`config.mk`:
```
export PLATFORM = sky130hd
export DESIGN_NAME = imem_loader
export DESIGN_NICKNAME = d
export VERILOG_FILES = /design/src/rtl/imem_loader.sv
export SDC_FILE = /design/constraint.sdc
export NUM_CORES = 1
export LEC_CHECK = 0
export ABC_AREA = 1
export ABC_CLOCK_PERIOD_IN_PS = 5320
export BUFFER_PORTS_ARGS = -buffer_cell sky130_fd_sc_hd__buf_2
export CAP_MARGIN = 30
export CELL_PAD_IN_SITES_DETAIL_PLACEMENT = 1
export CELL_PAD_IN_SITES_GLOBAL_PLACEMENT = 1
export CORE_MARGIN = 1
export CORE_UTILIZATION = 40
export CTS_CLUSTER_SIZE = 28
export DETAILED_ROUTE_END_ITERATION = 12
export PLACE_DENSITY_LB_ADDON = 0.1
export SYNTH_ARGS = -nofsm -noshare
export SYNTH_HDL_FRONTEND = slang
export SYNTH_SLANG_ARGS = --single-unit
```
`constraint.sdc`:
```
create_clock -name clk_i -period 5.32 [get_ports clk_i]
set_input_delay 1.064 -clock clk_i [delete_from_list [all_inputs] [get_ports clk_i]]
set_output_delay 1.064 -clock clk_i [all_outputs]
set_load 0.01 [all_outputs]
```
`src/rtl/imem_loader.sv`:
```
// Boot-time instruction memory loader: big-endian word-count header, then 32-bit words.
// Optional trailing XOR checksum byte when IMEM_LOADER_CHECKSUM_EN is defined.
module imem_loader #(
  parameter int          ADDR_WIDTH = 8,
  parameter logic [31:0] BASE_ADDR  = 32'h0000_0000
) (
  input  logic        clk_i,
  input  logic        rst_ni,
  input  logic        start_i,
  input  logic [7:0]  byte_i,
  input  logic        byte_valid_i,
  output logic        byte_ready_o,
  output logic [31:0] mem_write_address_o,
  output logic [31:0] mem_write_data_o,
  output logic        mem_write_o,
  output logic        cpu_reset_o,
  output logic        busy_o,
  output logic        done_o,
  output logic        error_o,
  output logic [2:0]  state_o
);

  // Byte handshake: a byte moves on a rising edge where byte_valid_i and
  // byte_ready_o are both high; byte_ready_o depends on the state only.

  typedef enum logic [2:0] {
    S_IDLE   = 3'd0,
    S_HDR_HI = 3'd1,
    S_HDR_LO = 3'd2,
    S_LOAD   = 3'd3,
    S_WRITE  = 3'd4,
`ifdef IMEM_LOADER_CHECKSUM_EN
    S_CHECK  = 3'd5,
`endif
    S_DONE   = 3'd6,
    S_ERROR  = 3'd7
  } state_e;

  // Clamp so word counts above the 16-bit header range never flag an overflow.
  localparam logic [16:0] MAX_WORDS = (ADDR_WIDTH >= 16) ? 17'h10000 : 17'(1 << ADDR_WIDTH);

  state_e      state_q, state_d;
  logic [15:0] n_q, n_d;
  logic [15:0] index_q, index_d;
  logic [1:0]  byte_cnt_q, byte_cnt_d;
  logic [31:0] word_q, word_d;
  logic [31:0] addr_q, addr_d;
  logic [31:0] data_q, data_d;
`ifdef IMEM_LOADER_CHECKSUM_EN
  logic [7:0]  csum_q, csum_d;
`endif
  logic        fire;
  state_e      finish_state;

`ifdef IMEM_LOADER_CHECKSUM_EN
  assign finish_state = S_CHECK;
`else
  assign finish_state = S_DONE;
`endif

  assign fire = byte_valid_i & byte_ready_o;

  always_ff @(posedge clk_i or negedge rst_ni) begin
    if (!rst_ni) begin
      state_q    <= S_IDLE;
      n_q        <= '0;
      index_q    <= '0;
      byte_cnt_q <= '0;
      word_q     <= '0;
      addr_q     <= '0;
      data_q     <= '0;
`ifdef IMEM_LOADER_CHECKSUM_EN
      csum_q     <= '0;
`endif
    end else begin
      state_q    <= state_d;
      n_q        <= n_d;
      index_q    <= index_d;
      byte_cnt_q <= byte_cnt_d;
      word_q     <= word_d;
      addr_q     <= addr_d;
      data_q     <= data_d;
`ifdef IMEM_LOADER_CHECKSUM_EN
      csum_q     <= csum_d;
`endif
    end
  end

  always_comb begin
    state_d    = state_q;
    n_d        = n_q;
    index_d    = index_q;
    byte_cnt_d = byte_cnt_q;
    word_d     = word_q;
    addr_d     = addr_q;
    data_d     = data_q;
`ifdef IMEM_LOADER_CHECKSUM_EN
    csum_d     = csum_q;
    if (fire && state_q != S_CHECK) csum_d = csum_q ^ byte_i;
`endif
    case (state_q)
      S_IDLE, S_DONE, S_ERROR: begin
        if (start_i) begin
          state_d    = S_HDR_HI;
          n_d        = '0;
          index_d    = '0;
          byte_cnt_d = '0;
          word_d     = '0;
`ifdef IMEM_LOADER_CHECKSUM_EN
          csum_d     = '0;
`endif
        end
      end
      S_HDR_HI: begin
        if (fire) begin
          n_d     = {byte_i, 8'h00};
          state_d = S_HDR_LO;
        end
      end
      S_HDR_LO: begin
        if (fire) begin
          n_d = {n_q[15:8], byte_i};
          if (n_d == 16'd0)                 state_d = finish_state;
          else if ({1'b0, n_d} > MAX_WORDS) state_d = S_ERROR;
          else                              state_d = S_LOAD;
        end
      end
      S_LOAD: begin
        if (fire) begin
          word_d     = {word_q[23:0], byte_i};
          byte_cnt_d = byte_cnt_q + 2'd1;
          if (byte_cnt_q == 2'd3) begin
            // Latch address/data on entry so they hold until the next write.
            addr_d  = BASE_ADDR + {14'b0, index_q, 2'b00};
            data_d  = word_d;
            state_d = S_WRITE;
          end
        end
      end
      S_WRITE: begin
        index_d = index_q + 16'd1;
        state_d = (index_d == n_q) ? finish_state : S_LOAD;
      end
`ifdef IMEM_LOADER_CHECKSUM_EN
      S_CHECK: begin
        if (fire) state_d = (byte_i == csum_q) ? S_DONE : S_ERROR;
      end
`endif
      default: state_d = S_IDLE;
    endcase
  end

  always_comb begin
    byte_ready_o = 1'b0;
    busy_o       = 1'b0;
    case (state_q)
      S_HDR_HI, S_HDR_LO, S_LOAD: begin
        byte_ready_o = 1'b1;
        busy_o       = 1'b1;
      end
      S_WRITE: busy_o = 1'b1;
`ifdef IMEM_LOADER_CHECKSUM_EN
      S_CHECK: begin
        byte_ready_o = 1'b1;
        busy_o       = 1'b1;
      end
`endif
      default: begin
        byte_ready_o = 1'b0;
        busy_o       = 1'b0;
      end
    endcase
  end

  assign mem_write_o         = (state_q == S_WRITE);
  assign mem_write_address_o = addr_q;
  assign mem_write_data_o    = data_q;
  assign done_o              = (state_q == S_DONE);
  assign error_o             = (state_q == S_ERROR);
  assign cpu_reset_o         = (state_q != S_DONE);
  assign state_o             = state_q;

endmodule

```
==> results.txt, run 1 <==
----------------------------------------------------
[Yosys]
  Most area-hungry cell type in the Yosys netlist ... sky130_fd_sc_hd__dfrtp_1
  Post-synthesis area per instance ... 7.93 µm²
  Number of library cell types mapped by synthesis ... 28
  Portion of the post-synthesis area used by sequential elements ... 0.513
  Register bit total from synthesis ... 109
  Ys Warns ... 0
  Syn Std Cell Area ... about 5300 µm²
  Fraction of post-synthesis cell area in the top cell type by area ... 0.513
  Most area-consuming cells after synthesis ... sky130_fd_sc_hd__dfrtp_1 (51%), sky130_fd_sc_hd__nand2_1 (11%), sky130_fd_sc_hd__nand3_1 (9.8%)
  Number of cells produced by synthesis ... between 600 and 700

[Power and ir drop]
  Net Switching ... 1170 µW
  Pwr dens ... 472 nW/µm²
  Internal Pwr Total ... between 1500 and 2000 µW
  Share of power burned in combinational logic ... 0.356
  Sequential power share ... 0.377
  Sw frac ... 0.409
  Total leakage power ... 0.00300 µW
  Share of power burned in the clock network ... 0.266
  Largest vdd supply drop ... roughly 0.28 mV

[Timing]
  Number of failing hold endpoints at the final stage ... 0
  Rel. slew slack ... 0.397
  Min Clock Period, post-route ... 3130 ps
  Setup repair after global routing missed its margin ... false
  Max-slew violation count ... 0
  Slew of the pin with the lowest slew margin ... 905 ps
  Worst-case clock skew ... approximately 12 ps
  Post-route fraction of the period consumed by the critical path ... 0.588
  Number of failing setup endpoints in the final timing report ... 0
  Setup total negative slack ... 0 ps
  Highest clock frequency the design can meet ... about 320 MHz

[CTS]
  Clock sink count ... 109
  Clock slew seen by the registers of the worst setup and hold paths ... 70 ps
  Buffers from clock root to sink, at most ... 2
  TritonCTS clock tree ... done
  Hold buffers post-CTS ... 0
  Post-CTS repair timing setup buffer count ... 0
  Clock root cell ... sky130_fd_sc_hd__clkbuf_16
  PostCTS Resize Cnt ... 0
  CTS buffer count ... 9
  Clk_lat worst skew ... 370 ps
  H-tree Lvls ... 3

[Die]
  Die Wd ... 117 µm
  Boundary Pins ... between 80 and 90
  Die outline area ... between 10000 and 15000 µm²
  Initial core utilization ... 0.417
  Core area ... 12800 µm²
  Die span in y ... 117 µm
  Total number of placement rows ... 41

[GRT]
  Met3 Track Usage GR ... 0.0394
  Global-route layer with the greatest usage ... met2
  Maximum number of pins on one net before global-route repair ... 96
  GR Util met2 ... 0.358
  First-pass GRT wire length ... approximately 25000 µm
  Initial antenna violation count ... 0
  Met1 track utilization from global routing ... 0.321
  Number of global-route vias before repair ... approximately 4700
  Remaining global-route overflow ... 0
  GR Util All Layers ... 0.228

[Setup path]
  Maximum net fanout on the critical path ... 17
  Crit Path Class ... flip-flop to output pin
  Data arrival time of the worst path ... 2060 ps
  Startpoint type of the worst setup path ... flip-flop
  Origin of the critical flop-to-flop path ... state_o[0]
  Setup slack of the most critical reg-to-reg path ... 2690 ps
  Element type at the critical path end ... output pin
  Data required, critical path ... 4260 ps
  Critical path origin ... state_o[2]

[Cells and area]
  Total of fill cells in the finished design ... about 1600
  Multi-input gate area ... between 2000 and 2500 µm²
  Post-layout instance area ... 6060 µm²
  Synthesis-to-layout area growth ... 14.0%
  Most frequent cells in the layout ... sky130_fd_sc_hd__nand2_1 (160), sky130_fd_sc_hd__dfrtp_1 (109), sky130_fd_sc_hd__nand3_1 (103)
  Nets ... 741
  Antenna fix cells ... 0
  Share of layout cells above drive strength 1 ... 0.153
  Most common cell after layout, fill and taps aside ... sky130_fd_sc_hd__nand2_1
  Storage element area ... 2730 µm²

[Drt]
  Routed Antenna Nets ... 0
  Number of design rule violations left after detail routing ... 0
  Per-cell via count in the routed design ... slightly above 5
  1st-pass router iterations ... 4
  Via count ... 4634
  Number of design-rule violations left by the first detailed-router iteration ... 222
  Drt wl/cell ... approximately 16 µm
  Total wire length ... 14600 µm

[Placement]
  Count of buffers from port buffering ... 68
  Routability congestion estimate from global placement ... 0.865
  Dpl cell area ... between 5000 and 6000 µm²
  Hpwl dp ... 10500 µm

[Hold path]
  Worst hold-check path type ... flip-flop to flip-flop
  Origin of the worst min-delay path ... mem_write_data_o[28]

[Run]
  Max_cap viols ... 0

[Run status]
  Outcome ... complete, no violations

----------------------------------------------------
[layout make-up]
| cell class | instances | share of cell area |
|---|---|---|
| Sequential cell | 109 | 0.450 |
| Multi-Input combinational cell | 450 | 0.345 |
| Timing Repair Buffer | 71 | 0.0602 |
| Inverter | 86 | 0.0532 |
| Clock buffer | 9 | 0.0371 |
| Tap cell | 172 | 0.0355 |
| Clock inverter | 7 | 0.0190 |
[cell usage after synthesis (all sizes together)]
master / n
nor2: 37
conb: 1
dfrtp: 109
nand4: 11
inv: 86
mux2: 1
nand2: 160
ha: 2
a21oi: 3
xnor2: 1
o21ai: 103
o22ai: 4
nand3: 104
or2: 1
buf: 33
nor4: 4
clkbuf: 8
nor3: 3
[metal layers]
| metal | vias to the layer above | part of all wire | routed length [µm] |
|---|---|---|---|
| li1 | 2268 | - | - |
| met1 | 2267 | 0.49 | 7100 |
| met2 | 90 | 0.47 | 6810 |
| met3 | 9 | 0.039 | 564 |
| met4 | 0 | 0.0088 | 129 |
| met5 | - | 0 | 0 |
[critical path, stage by stage, from the launching register on]
cell and delay (ps):
sky130_fd_sc_hd__dfrtp_1 530, sky130_fd_sc_hd__inv_2 60, sky130_fd_sc_hd__nor2_1 300, sky130_fd_sc_hd__inv_1 100
sky130_fd_sc_hd__nor2_2 90, sky130_fd_sc_hd__buf_4 260, sky130_fd_sc_hd__inv_2 160, sky130_fd_sc_hd__nand2_1 80
sky130_fd_sc_hd__buf_2 120
[flip-flops by register name, indices dropped and copies added, names as in the netlist]
name and flops:
mem_write_data_o 32, state_o 3, mem_write_address_o 16, byte_cnt_q 2, n_q 16, word_q 24
index_q 16
[power groups by stage]
stage	Sequential [µW]	Combinational, µW	Clock (µW)
floorplan	1070	774	0
global placement	1080	992	0
detailed placement	1100	1020	0
CTS	1080	1030	788
global route	1100	1160	806
finish	1080	1020	762
[metrics by stage]
| step | util | setup WS [ps] | total power, µW | hold WS, ps | std cells |
|---|---|---|---|---|---|
| floorplan | - | 2810 | 1850 | 457 | 686 |
| global placement | 0.448 | 2680 | 2080 | 461 | 888 |
| detailed placement | 0.448 | 2590 | 2110 | 469 | 888 |
| CTS | 0.475 | 2180 | 2900 | 489 | 904 |
| global route | 0.475 | 2070 | 3070 | 500 | 904 |
| finish | 0.475 | 2190 | 2860 | 482 | 904 |
[final timing paths]
kind,to,depth (start not counted)
max,busy_o,8
min,mem_write_data_o[28],2
max reg2reg,mem_write_data_o[2],7
min reg2reg,mem_write_data_o[28],2
max in group asynchronous,word_q[1],2
min in group asynchronous,mem_write_data_o[27],1
[kinds of logic after synthesis]
kind of cell	Yosys count	share of synthesized area
AND/OR/NAND/NOR	320	0.265
buffers and inverters	127	0.107
AO/OA/AOI/OAI	110	0.106
flip-flops	109	0.513
adder cells (fa/ha/maj)	2	0.00470
other	1	0.000705
XOR/XNOR	1	0.00165
multiplexers	1	0.00212
(Power assumes the default switching activity.)
==> run 2, diff against run 1 <==
- ABC_CLOCK_PERIOD_IN_PS: 5320 -> 3100
- clock period: 5.32 -> 3.1 ns (I/O delays scaled with it)
==> run 2 against run 1 <==
Count of clock-buffer cells in the layout is 2 higher. Combinational power is 74% higher. Clock power is 48% higher. Total power is 66% higher. Utilization stayed put. Sequential cell count stayed put. Critical endpoint unchanged. Largest cell class unchanged.
==> results.txt, run 2 (synthesis results as in run 1) <==
----------------------------------------------------
[Run status]
  Outcome ... complete, no violations

[Cells and area]
  Filler-free cell count of the finished design ... 910 (+0.66%)
  Synthesis-to-layout area growth ... 14.0% (unchanged)
  Total of fill cells in the finished design ... 1628 (+1.6%)
  Max reg flops ... 32 (unchanged)
  Nets ... 747 (+0.81%)
  Most frequent cells in the layout ... sky130_fd_sc_hd__nand2_1 (160), sky130_fd_sc_hd__dfrtp_1 (109), sky130_fd_sc_hd__nand3_1 (103)
  Most common cell after layout, fill and taps aside ... sky130_fd_sc_hd__nand2_1
  Core occupancy in the finished layout ... 0.475 (unchanged)
  Antenna fix cells ... 0 (unchanged)
  Share of layout cells above drive strength 1 ... 0.159 (+0.00553)

[CTS]
  Clock root cell ... sky130_fd_sc_hd__clkbuf_16
  Buffers from clock root to sink, at most ... 2 (unchanged)
  CTS buffer count ... 9 (unchanged)
  Post-CTS repair timing setup buffer count ... 0 (unchanged)
  Clock sink count ... 109 (unchanged)
  PostCTS Resize Cnt ... 0 (unchanged)
  Hold buffers post-CTS ... 0 (unchanged)
  Clock slew seen by the registers of the worst setup and hold paths ... 80 ps (about the same)
  TritonCTS clock tree ... done
  Clk_lat worst skew ... 350 ps (-20 ps)
  H-tree Lvls ... 3 (unchanged)

[Die]
  Total number of placement rows ... 41 (unchanged)
  Die Wd ... 117 µm (unchanged)
  Initial core utilization ... 0.417 (unchanged)
  Die span in y ... 117 µm (unchanged)
  Core area ... 12800 µm² (unchanged)
  Die outline area ... 13800 µm² (unchanged)
  Boundary Pins ... 85 (unchanged)

[Setup path]
  Data required, critical path ... 2480 ps (-1780 ps)
  Data arrival time of the worst path ... 1930 ps (-130 ps)
  Most Frequent Cell on Critical Path ... sky130_fd_sc_hd__inv_2
  Standard cell with the maximum stage delay on the critical path ... sky130_fd_sc_hd__dfrtp_1
  Startpoint type of the worst setup path ... flip-flop
  Maximum net fanout on the critical path ... 12 (-5)
  Crit Path Class ... flip-flop to output pin
  Largest incremental delay on the critical path ... 500 ps (-30 ps)
  Kind of cell adding the most delay to the critical path ... buffers and inverters
  Element type at the critical path end ... output pin
  Buffers and inverters on the worst path ... 5 (unchanged)
  CP cell instances ... inv_2 -> nor2_1 -> inv_1 -> nor2_2 -> buf_4 -> inv_2 -> nand2_1 -> buf_2

[Timing]
  Post-route fraction of the period consumed by the critical path ... 0.824
  Setup repair after global routing missed its margin ... false
  Number of failing setup endpoints in the final timing report ... 0 (unchanged)
  Min Clock Period, post-route ... 2550 ps
  Number of failing hold endpoints at the final stage ... 0 (unchanged)
  Setup total negative slack ... 0 ps (unchanged)
  Slew of the pin with the lowest slew margin ... 861 ps (-43.7 ps)
  Worst-case clock skew ... 8.68 ps (-2.95 ps)
  Post-layout worst setup margin ... 547 ps (-1650 ps)
  Rel. slew slack ... 0.421 (+0.0249)
  Max-slew violation count ... 0 (unchanged)
  Highest clock frequency the design can meet ... around 400 MHz

[Placement]
  Setup WS pre-CTS ... 762 ps (-1830 ps)
  Placed cell count ... 894 (+0.68%)
  Routability congestion estimate from global placement ... 0.890 (+2.9%)
  Count of buffers from port buffering ... 68 (unchanged)
  Hpwl dp ... 10900 µm (+3.8%)

[Drt]
  1st-pass router iterations ... 4 (unchanged)
  Drt wl/cell ... 16.4 µm (+1.7%)
  Per-cell via count in the routed design ... 5.12 (about the same)
  Number of design-rule violations left by the first detailed-router iteration ... 194 (-13%)
  Number of design rule violations left after detail routing ... 0 (unchanged)
  Via count ... 4663 (+0.63%)
  Total wire length ... 14900 µm (+2.3%)
  Routed Antenna Nets ... 0 (unchanged)

[GRT]
  Initial antenna violation count ... 0 (unchanged)
  Maximum number of pins on one net before global-route repair ... 57 (-41%)
  First-pass GRT wire length ... 24600 µm (-0.34%)
  GR Util All Layers ... 0.226 (-0.00211)
  Number of global-route vias before repair ... 4745 (-0.042%)
  Remaining global-route overflow ... 0 (unchanged)

[Power and ir drop]
  Largest vdd supply drop ... 0.477 mV (+71%)
  Pwr dens ... 784 nW/µm² (+66%)
  Total leakage power ... 0.00301 µW (+0.36%)

[Hold path]
  Worst hold-check path type ... input pin to asynchronous set/reset pin

[Run]
  Max_cap viols ... 0 (unchanged)

----------------------------------------------------
-- run 2: final cells by class --
cell class | instances | area (µm²) | share of cell area
Timing Repair Buffer | 77 | 423 | 0.0697
Inverter | 86 | 323 | 0.0532
Tap cell | 172 | 215 | 0.0355
Clock buffer | 11 | 243 | 0.0400
Multi-Input combinational cell | 450 | 2090 | 0.345
Sequential cell | 109 | 2730 | 0.450
Clock inverter | 5 | 40.0 | 0.00660
-- run 2: where the power goes --
part,total (µW),internal [µW],switching [µW]
Sequential,1860,1670,195
Combinational,1770,511,1250
Clock,1130,578,551
-- run 2: worst paths after layout --
| kind | startpoint | endpoint | slack (ps) | cells past startpoint |
|---|---|---|---|---|
| setup / recovery | state_o[2] | busy_o | 550 | 8 |
| hold / removal | rst_ni | mem_write_data_o[28] | 340 | 1 |
| setup reg to reg | state_o[2] | n_q[5] | 730 | 10 |
| hold reg to reg | mem_write_data_o[6] | mem_write_data_o[6] | 480 | 2 |
| max in group asynchronous | rst_ni | mem_write_address_o[8] | 2040 | 2 |
| min in group clk_i | mem_write_data_o[6] | mem_write_data_o[6] | 480 | 2 |
-- run 2: routing by layer --
metal	up-vias	wire length (µm)	GRT usage
met5	-	0	0
met4	0	336	0.0860
met3	23	652	0.0311
met2	115	6840	0.349
met1	2250	7120	0.321
li1	2275	-	-
-- run 2: through the flow --
stage	total power (µW)	cell area, µm²	hold WS (ps)
3_5_place_dp	3650	5780	468
5_1_grt	5100	6060	389
2_1_floorplan	3170	5380	324
4_1_cts	4790	6060	364
6_report	4760	6060	339
3_3_place_gp	3600	5780	460
==> run 3, diff against run 2 <==
- ABC_CLOCK_PERIOD_IN_PS: 3100 -> 2520
- clock period: 3.1 -> 2.52 ns (I/O delays scaled with it)
==> run 3 against run 2 <==
Clock skew down 3.3 ps. Global-route usage up 0.21 points. Setup slack worse by 400 ps. Critical endpoint is now mem_write_o. Highest routed layer unchanged.
==> results.txt, run 3 (synthesis results as in run 1) <==
----------------------------------------------------
[Setup path]
  Data arrival time of the worst path ... 1870 ps (-60 ps)
  Largest incremental delay on the critical path ... 540 ps (+40 ps)
  CP cell instances ... inv_2 -> nor2_2 -> inv_1 -> nor2_2 -> buf_4 -> buf_2
  Maximum net fanout on the critical path ... 11 (-1)
  Element type at the critical path end ... output pin
  Startpoint type of the worst setup path ... flip-flop
  Data required, critical path ... 2020 ps (-460 ps)
  Crit Path Class ... flip-flop to output pin
  Standard cell with the maximum stage delay on the critical path ... sky130_fd_sc_hd__dfrtp_1
  Most Frequent Cell on Critical Path ... sky130_fd_sc_hd__nor2_2

[Drt]
  Via count ... 4666 (+0.064%)
  Total wire length ... 14900 µm (-0.23%)
  Number of design rule violations left after detail routing ... 0 (unchanged)
  Drt wl/cell ... 16.3 µm (-0.66%)
  Per-cell via count in the routed design ... 5.11 (-0.37%)
  1st-pass router iterations ... 4 (unchanged)
  Number of design-rule violations left by the first detailed-router iteration ... 223 (+15%)
  Routed Antenna Nets ... 0 (unchanged)

[Run status]
  Outcome ... complete, no violations

[Cells and area]
  Share of layout cells above drive strength 1 ... 0.164 (+0.00588)
  Multi-input gate area ... 2100 µm² (+0.12%)
  Max reg flops ... 32 (unchanged)
  Antenna fix cells ... 0 (unchanged)
  Total of fill cells in the finished design ... 1618 (-0.61%)
  Most frequent cells in the layout ... sky130_fd_sc_hd__nand2_1 (160), sky130_fd_sc_hd__dfrtp_1 (109), sky130_fd_sc_hd__nand3_1 (103)
  Nets ... 751 (+0.54%)
  Storage element area ... 2730 µm² (unchanged)
  Most common cell after layout, fill and taps aside ... sky130_fd_sc_hd__nand2_1
  Synthesis-to-layout area growth ... 15.1%

[Die]
  Die outline area ... 13800 µm² (unchanged)
  Total number of placement rows ... 41 (unchanged)
  Initial core utilization ... 0.417 (unchanged)
  Boundary Pins ... 85 (unchanged)
  Core area ... 12800 µm² (unchanged)
  Die Wd ... 117 µm (unchanged)
  Die span in y ... 117 µm (unchanged)

[CTS]
  CTS buffer count ... 9 (unchanged)
  Clock sink count ... 109 (unchanged)
  Clock root cell ... sky130_fd_sc_hd__clkbuf_16
  Clock slew seen by the registers of the worst setup and hold paths ... 70 ps (about the same)
  TritonCTS clock tree ... done
  Buffers from clock root to sink, at most ... 2 (unchanged)
  Clk_lat worst skew ... 360 ps (about the same)
  Hold buffers post-CTS ... 0 (unchanged)
  Post-CTS repair timing setup buffer count ... 0 (unchanged)
  H-tree Lvls ... 3 (unchanged)

[Timing]
  Post-layout worst setup margin ... 150 ps (-397 ps)
  Rel. slew slack ... 0.528 (+0.107)
  Number of failing hold endpoints at the final stage ... 0 (unchanged)
  Max-slew violation count ... 0 (unchanged)
  Setup repair after global routing missed its margin ... false
  Worst-case clock skew ... 5.41 ps (-3.27 ps)
  Min Clock Period, post-route ... 2370 ps
  Number of failing setup endpoints in the final timing report ... 0 (unchanged)
  Post-route fraction of the period consumed by the critical path ... 0.941
  Setup total negative slack ... 0 ps (unchanged)
  Highest clock frequency the design can meet ... 422 MHz
  Slew of the pin with the lowest slew margin ... 707 ps (-155 ps)

[GRT]
  Initial antenna violation count ... 0 (unchanged)
  GR Util All Layers ... 0.228 (+0.00206)
  Maximum number of pins on one net before global-route repair ... 110 (+93%)
  Remaining global-route overflow ... 0 (unchanged)
  First-pass GRT wire length ... 24800 µm (+0.73%)
  Number of global-route vias before repair ... 4728 (-0.36%)

[Placement]
  Routability congestion estimate from global placement ... 0.885 (-0.61%)
  Count of buffers from port buffering ... 68 (unchanged)
  Hpwl dp ... 10900 µm (-0.27%)
  Setup WS pre-CTS ... 244 ps (-518 ps)

[Power and ir drop]
  Total leakage power ... 0.00304 µW (+1.1%)
  Largest vdd supply drop ... 0.474 mV (-0.64%)
  Pwr dens ... 983 nW/µm² (+25%)

[Run]
  Max_cap viols ... 0 (unchanged)

[Hold path]
  Worst hold-check path type ... input pin to asynchronous set/reset pin

----------------------------------------------------
[run 3: cell count changes in the layout (fill, tap and decap cells not counted)]
cell	previous run	this run
sky130_fd_sc_hd__nor2_2	7	8
sky130_fd_sc_hd__buf_4	9	13
sky130_fd_sc_hd__inv_8	0	2
sky130_fd_sc_hd__nor2_1	30	29
sky130_fd_sc_hd__bufinv_16	0	1
sky130_fd_sc_hd__inv_6	3	0
[run 3: worst paths after layout]
check | endpoint | startpoint | cells after the start | slack, ps
max | mem_write_o | state_o[2] | 6 | 150
min in group clk_i | word_q[7] | byte_i[7] | 3 | 480
max reg2reg | word_q[20] | state_o[2] | 10 | 220
max in group asynchronous | mem_write_address_o[15] | rst_ni | 2 | 1860
min reg2reg | mem_write_data_o[28] | mem_write_data_o[28] | 2 | 480
min | mem_write_data_o[20] | rst_ni | 2 | 200
[run 3: metal layers]
layer  global-route usage  wire [µm]
met5                    0          0
met4               0.0763        107
met3               0.0292        754
met2                0.354       6890
met1                0.329       7160
[run 3: where the power goes]
group	switching [µW]	internal, µW
clock	690	814
sequential	239	2050
combinational	1540	686
[run 3: final cells by class]
type | count | area share
flip-flops and latches | 109 | 0.445
repair buffers | 81 | 0.0740
clock buffers | 11 | 0.0396
clock inverters | 5 | 0.0108
multi-input cells | 450 | 0.342
well taps | 172 | 0.0351
inverters | 86 | 0.0527
[run 3: repair_timing]
item                                    CTS  global route
hold endpoints to repair                  0             0
gates resized for setup                   0             1
endpoints found under the setup margin    0             6
[run 3: metrics by stage]
| stage | utilization | hold slack, ps | total power, µW | area (µm²) | instances |
|---|---|---|---|---|---|
| 2_1_floorplan | - | 208 | 3900 | 5380 | 686 |
| 5_1_grt | 0.479 | 257 | 6420 | 6120 | 914 |
| 4_1_cts | 0.479 | 258 | 6070 | 6120 | 914 |
| 3_3_place_gp | 0.455 | 462 | 4470 | 5810 | 898 |
| 3_5_place_dp | 0.455 | 470 | 4550 | 5810 | 898 |
| 6_report | 0.479 | 196 | 6020 | 6120 | 914 |
[run 3: critical path: cells and delay by family, from the launching register on]
| kind | cells | cell delay, ps |
|---|---|---|
| buf+inv | 4 | 550 |
| flops | 1 | 540 |
| simple gates | 2 | 410 |
